===== src/rtl/status_mach.sv =====
// Detects the case-sensitive character sequence "Hello" on a byte stream,
// one character per clock; each complete detection toggles the registered Out.
module status_mach (
  input  logic       Clk,
  input  logic       Rst,
  input  logic [7:0] Data,
  output logic       Out
);

  typedef enum logic [2:0] {
    S_H  = 3'd0,
    S_E  = 3'd1,
    S_L1 = 3'd2,
    S_L2 = 3'd3,
    S_O  = 3'd4
  } state_t;

  localparam logic [7:0] C_H = 8'h48;
  localparam logic [7:0] C_E = 8'h65;
  localparam logic [7:0] C_L = 8'h6C;
  localparam logic [7:0] C_O = 8'h6F;

  state_t r_state;
  state_t w_next;
  logic   r_out;
  logic   w_toggle;

  // NOTE: sequential state uses non-blocking assignments so every flop
  // samples pre-edge values; reset is synchronous and overrides the toggle.
  always_ff @(posedge Clk) begin
    if (Rst) begin
      r_state <= S_H;
      r_out   <= 1'b0;
    end else begin
      r_state <= w_next;
      r_out   <= r_out ^ w_toggle;
    end
  end

  // NOTE: w_next gets a default before the case, so no path leaves it
  // unassigned and no latch is inferred. The mismatch default reuses an 'H'.
  always_comb begin
    w_next = (Data == C_H) ? S_E : S_H;
    case (r_state)
      S_H:     ;
      S_E:     if (Data == C_E) w_next = S_L1;
      S_L1:    if (Data == C_L) w_next = S_L2;
      S_L2:    if (Data == C_L) w_next = S_O;
      S_O:     if (Data == C_O) w_next = S_H;
      default: w_next = S_H;
    endcase
  end

  always_comb begin
    w_toggle = (r_state == S_O) && (Data == C_O);
  end

  assign Out = r_out;

endmodule


===== config.mk =====
export PLATFORM = sky130hd
export DESIGN_NAME = status_mach
export DESIGN_NICKNAME = d
export VERILOG_FILES = /design/src/rtl/status_mach.sv
export SDC_FILE = /design/constraint.sdc
export NUM_CORES = 1
export LEC_CHECK = 0
export ABC_AREA = 1
export CAP_MARGIN = 20
export CORE_AREA = 8 8 45 47
export CTS_CLUSTER_DIAMETER = 150
export CTS_CLUSTER_SIZE = 14
export DETAILED_ROUTE_END_ITERATION = 8
export DIE_AREA = 0 0 53 55
export SYNTH_ARGS = -nofsm -noshare
export SYNTH_HDL_FRONTEND = slang
export SYNTH_SLANG_ARGS = --single-unit

===== constraint.sdc =====
create_clock -name Clk -period 2.73 [get_ports Clk]
set_clock_uncertainty 0.15 [all_clocks]
set_input_delay 0.546 -clock Clk [delete_from_list [all_inputs] [get_ports Clk]]
set_output_delay 0.546 -clock Clk [all_outputs]
set_load 0.1 [all_outputs]

==> results by group, run 1 <==
Worst setup path
  – Worst path max stage delay: approximately 320 ps
  – Cell family with most CP delay: flip-flops
  – R2r setup slk: 1670 ps
  – Worst-path fanout max: 2
  – WP buf/inv: 1
  – Max stage delay cell, worst path: dfxtp_1
  – Crit path launch type: register
  – Critical Path RT: 2030 ps
  – Critical Setup Path Class: register to primary output
  – Worst-path cell chain: buf_4
  – CP Data Arrival Time: 840 ps
  – CP Capture Type: primary output

Timing
  – Post-route minimum period: 1540 ps
  – Final period utilization: 56.3%
  – F_max: approximately 0.65 GHz
  – Final hold violations: 0
  – Rel. slew slack: between 80% and 90%
  – Setup TNS: 0 ps
  – Worst-margin pin slew: 279 ps
  – Setup violators final: 0
  – RSZ-0062 raised after global routing: no
  – Final slew viol count: 0

Floorplan
  – Die ar.: 2920 um2
  – Io pins: 11
  – Die Y: 55 um
  – Starting Density: 18.7%
  – Placeable core area: 1380 um2
  – Die Width: 53 um
  – Std-Cell Rows: 14

CTS
  – H-tree level count: 1
  – CTS clk-pin slew, worst paths: 40 ps
  – Worst skew pair latency: 230 ps
  – # Post-CTS Setup Buffers: 0
  – Resized cells post-CTS: 0
  – CTS root buffer: clkbuf_4
  – CTS sink cnt: 4
  – TritonCTS Buffers: 3
  – Hold Buf Count CTS: 0
  – CTS tree: done
  – CTS Buffer Depth: 2

Cells and area
  – FILL cells: 157
  – Layout overhead on the synthesized area: 54.1%
  – ANT cells: 0
  – Nets@finish: 69
  – Layout cell share with drive strength beyond 1: 15.8%
  – Cell Count, Final, Fillers Out: between 70 and 80

Drt
  – Drt wl/cell: 8.08 um
  – Drt first pass iters: 2
  – DR vias: 292
  – Initial DRC count: 5
  – Final WL: 590 um
  – DR vias/cell: 4.00
  – Final ANT Viol Nets: 0
  – DRC Markers: 0

Power and ir drop
  – Total power: 0.000154 W
  – P_leak: 0.176 nW
  – Cell Pwr Density: about 380 nW/um2
  – Worst vdd ir: 0.116 mV

Place
  – DP Cell Count: 70
  – Final HPWL DP: roughly 540 um
  – Gpl congestion: around 0.8
  – PortBufs: 10

Synthesis
  – Syn_nets: 54
  – Mapped cell area: 259 um2
  – Seq cells post-synth: 4
  – Synth top area share: 30.9%
  – Main area contributors after synthesis: dfxtp_1 (31%), nand2_1 (17%), nor2_1 (10%)
  – Area leader, netlist: dfxtp_1
  – Post-Syn Instances: 44
  – Yosys warnings: 0
  – Avg Inst Size Synth: a little under 6 um2
  – Cell variety after synth: 12
  – Post-synthesis sequential area ratio: 30.9%

GRT
  – Grt ovf: 0
  – Vias in the first global route: 277
  – Largest net degree at the start of global routing: 6
  – All-Layer GR Usage: 4.26%
  – Initial antenna violation count: 0
  – First-pass GRT wire length: 959 um

Run
  – Max-Cap Viols: 0

Min path
  – Hold WC Path Type: register to register

Status
  – Status: finished clean
## cells in the mapped netlist, drive strengths merged
master  instances
a21oi           2
nor2            8
inv             8
or2             1
nor3            4
nand2          12
nand3           4
o21ai           1
dfxtp           4
## layout make-up
| cell class | count | area (um2) | area share [%] |
|---|---|---|---|
| clock buffers | 3 | 22.5 | 5.64 |
| inverters | 8 | 30.0 | 7.52 |
| multi-input cells | 32 | 149 | 37.3 |
| flip-flops and latches | 4 | 80.1 | 20.1 |
| well taps | 16 | 20.0 | 5.02 |
| repair buffers | 10 | 97.6 | 24.5 |
## flip-flops by register name (all words and copies together) (netlist names)
signal,cells
r_state,3
Out,1
## cells in the final DEF (no fill, tap or decap), drive strengths merged
| cell | count |
|---|---|
| clkdlybuf4s50 | 9 |
| a21oi | 2 |
| or2 | 1 |
| inv | 8 |
| nand3 | 4 |
| clkbuf | 3 |
| nor2 | 8 |
| nand2 | 12 |
| o21ai | 1 |
| dfxtp | 4 |
| buf | 1 |
| nor3 | 4 |
## cells by family after synthesis
| group | synth area share, % |
|---|---|
| simple gates | 51.7 |
| flops | 30.9 |
| buf+inv | 11.6 |
| compound gates | 5.80 |
## final timing paths
| path | from | endpoint | depth (start not counted) |
|---|---|---|---|
| setup reg to reg | r_state[2] | Out | 5 |
| setup / recovery | Out | Out | 1 |
| hold / removal | r_state[1] | r_state[2] | 2 |
| hold reg to reg | r_state[1] | r_state[2] | 2 |
## stage by stage
step | worst slack (ps) | area [um2] | hold slack, ps | util (%)
floorplan | 1110 | 259 | 327 | -
global placement | 950 | 377 | 356 | 27.2
detailed placement | 950 | 377 | 352 | 27.2
CTS | 1180 | 399 | 351 | 28.8
global route | 1130 | 399 | 390 | 28.8
finish | 1190 | 399 | 352 | 28.8
## power breakdown
group	leakage [nW]	internal, W	switching [W]
clock	0.0138	0.0000491	0.0000237
combinational	0.130	0.0000139	0.00000799
sequential	0.0322	0.0000588	0.0000000408
total	0.176	0.000122	0.0000317
## metal layers
layer  vias up  track usage [%]  share of wire, %
met5         -                0                 0
met4         0             1.29                 0
met3         0             1.34               4.4
met2         3             9.38                61
met1       128             3.33                34
li1        161                -                 -
Power figures use the tool's default switching activity.
==> run 2, diff against run 1 <==
Clock period 2.73 ns to 1.3 ns, I/O delays scaled along.
==> run 2 against run 1 <==
Net effect:
- combinational power up 140%
- die area stayed put
- clock power increased by 110%
- largest cell class unchanged
==> results by group, run 2 (synthesized netlist as in run 1, its figures left out) <==
Status
  – Status: finished clean

Cells and area
  – Layout cell share with drive strength beyond 1: 31.6%
  – Most frequent cells in the layout: nand2_1 (9), clkdlybuf4s50_1 (9), inv_1 (6)
  – Max reg flops: 3
  – Layout overhead on the synthesized area: 71.0%
  – Nets@finish: 69
  – Core Util, Final: 32.0%
  – Cell Count, Final, Fillers Out: 73
  – Post-Layout Inst Area: 443 um2
  – Top reg by flops: r_state
  – ANT cells: 0

Floorplan
  – Die ar.: 2920 um2
  – Std-Cell Rows: 14
  – Die Y: 55 um
  – Die Width: 53 um
  – Io pins: 11
  – Starting Density: 18.7%
  – Placeable core area: 1380 um2

Power and ir drop
  – Total power: 0.000331 W
  – Worst vdd ir: 0.484 mV
  – P_leak: 0.180 nW
  – Cell Pwr Density: 747 nW/um2

Min path
  – Hold path cells: 2
  – Hold WC Path Type: register to register
  – Start point of the worst hold path: r_state[1]
  – Hold endpoint: r_state[2]

CTS
  – CTS Buffer Depth: 2
  – Worst skew pair latency: 240 ps
  – CTS tree: done
  – CTS root buffer: clkbuf_4
  – CTS sink cnt: 4
  – TritonCTS Buffers: 3
  – CTS clk-pin slew, worst paths: ~40 ps
  – H-tree level count: 1

Place
  – Gpl congestion: 0.747
  – Post-Place Cell Area: just under 400 um2
  – PortBufs: 10
  – Final HPWL DP: 521 um
  – DP Cell Count: 70

Run
  – Max-Cap Viols: 0

Timing
  – Rel. slew slack: just under 90%
  – Final period utilization: 93.7%
  – Setup violators final: 0
  – F_max: 0.821 GHz
  – Post-route minimum period: 1220 ps
  – Final hold violations: 0
  – Worst-margin pin slew: 191 ps
  – Final slew viol count: 0

Drt
  – Drt first pass iters: 4
  – DR vias: 300
  – Final ANT Viol Nets: 0
  – Drt wl/cell: 8.86 um
  – Initial DRC count: 6
  – DRC Markers: 0
  – DR vias/cell: ~4.1
  – Final WL: 647 um

GRT
  – Grt ovf: 0
  – Initial antenna violation count: 0
  – First-pass GRT wire length: 1010 um
  – All-Layer GR Usage: 4.64%
  – Vias in the first global route: 266
  – Largest net degree at the start of global routing: 6

Worst setup path
  – Critical Path RT: 1310 ps
  – Worst r2r src: r_state[2]
  – R2r setup slk: 230 ps
  – Worst Reg-to-Reg Cells: 5
  – CP Data Arrival Time: 1230 ps
  – Max stage delay cell, worst path: clkdlybuf4s50_1
  – Worst-path fanout max: 3
  – Worst path max stage delay: 470 ps
  – Worst-path cell chain: clkdlybuf4s50_1 > nand2_2 > nor2_2 > nand3_2 > a21oi_1
  – R2r endpoint: Out
  – CP Capture Type: register
  – Critical Setup Path Class: primary input to register
  – Crit path launch type: primary input
==> run 2: cell types whose count changed in the layout (fill, tap and decap cells not counted), moves of 2 or more <==
cell | before | now
nand3_2 | 0 | 2
nand3_1 | 4 | 2
nor2_2 | 1 | 3
nor2_1 | 7 | 4
nand2_1 | 12 | 9
nand2_2 | 0 | 3
==> run 2: power breakdown <==
part           switching, W  internal, W  total [W]
registers      0.0000000871     0.000123   0.000124
logic             0.0000222    0.0000312  0.0000534
clock network     0.0000505     0.000103   0.000154
==> run 2: how the worst max path moves through the flow <==
| stage | from | to | slack [ps] | cells after the start |
|---|---|---|---|---|
| after detailed placement | Data[2] | Out | -190 | 6 |
| after global placement | Data[5] | Out | -200 | 6 |
| after global routing | Data[3] | Out | -9 | 7 |
| after CTS | Data[5] | Out | 60 | 7 |
| final | Data[6] | r_state[0] | 80 | 5 |
| after floorplan | Out | Out | 140 | 3 |
==> run 2: cell type report <==
class / count / area (um2)
Clock buffer: 3 / 22.5
Fill cell: 149 / 941
Inverter: 8 / 30.0
Multi-Input combinational cell: 32 / 179
Sequential cell: 4 / 81.3
Tap cell: 16 / 20.0
Timing Repair Buffer: 10 / 110
==> run 2: routing by layer <==
layer  routed length [um]  track usage (%)  vias to the layer above  part of all wire (%)
met3                   30             3.74                        0                   4.6
met4                    0                0                        0                     0
met5                    0                0                        -                     0
li1                     -                -                      164                     -
met1                  254             4.71                      130                    39
met2                  362             7.81                        6                    56
==> run 2: worst max-delay path: cells and delay by family <==
family	cells	cell delay (ps)
compound gates	1	150
buf+inv	1	470
simple gates	3	350
==> run 2: metrics by stage <==
stage | hold slack (ps) | setup WS (ps) | setup TNS [ps]
5_1_grt | 371 | -8.72 | -8.72
3_3_place_gp | 356 | -200 | -516
4_1_cts | 355 | 59.8 | 0
2_1_floorplan | 179 | 139 | 0
3_5_place_dp | 357 | -188 | -558
6_report | 353 | 82.3 | 0
==> run 2: what timing repair did <==
action | in CTS | in global routing
hold buffers | 0 | 0
buffers inserted | 0 | 0
gates resized for setup | 0 | 9
endpoints found under the setup margin | 0 | 3
==> run 3, diff against run 2 <==
Settings changed: CTS_CLUSTER_DIAMETER 150 to 30.
==> results of run 3 <==
No change in the layout: final DEF, timing and power equal those of run 2.
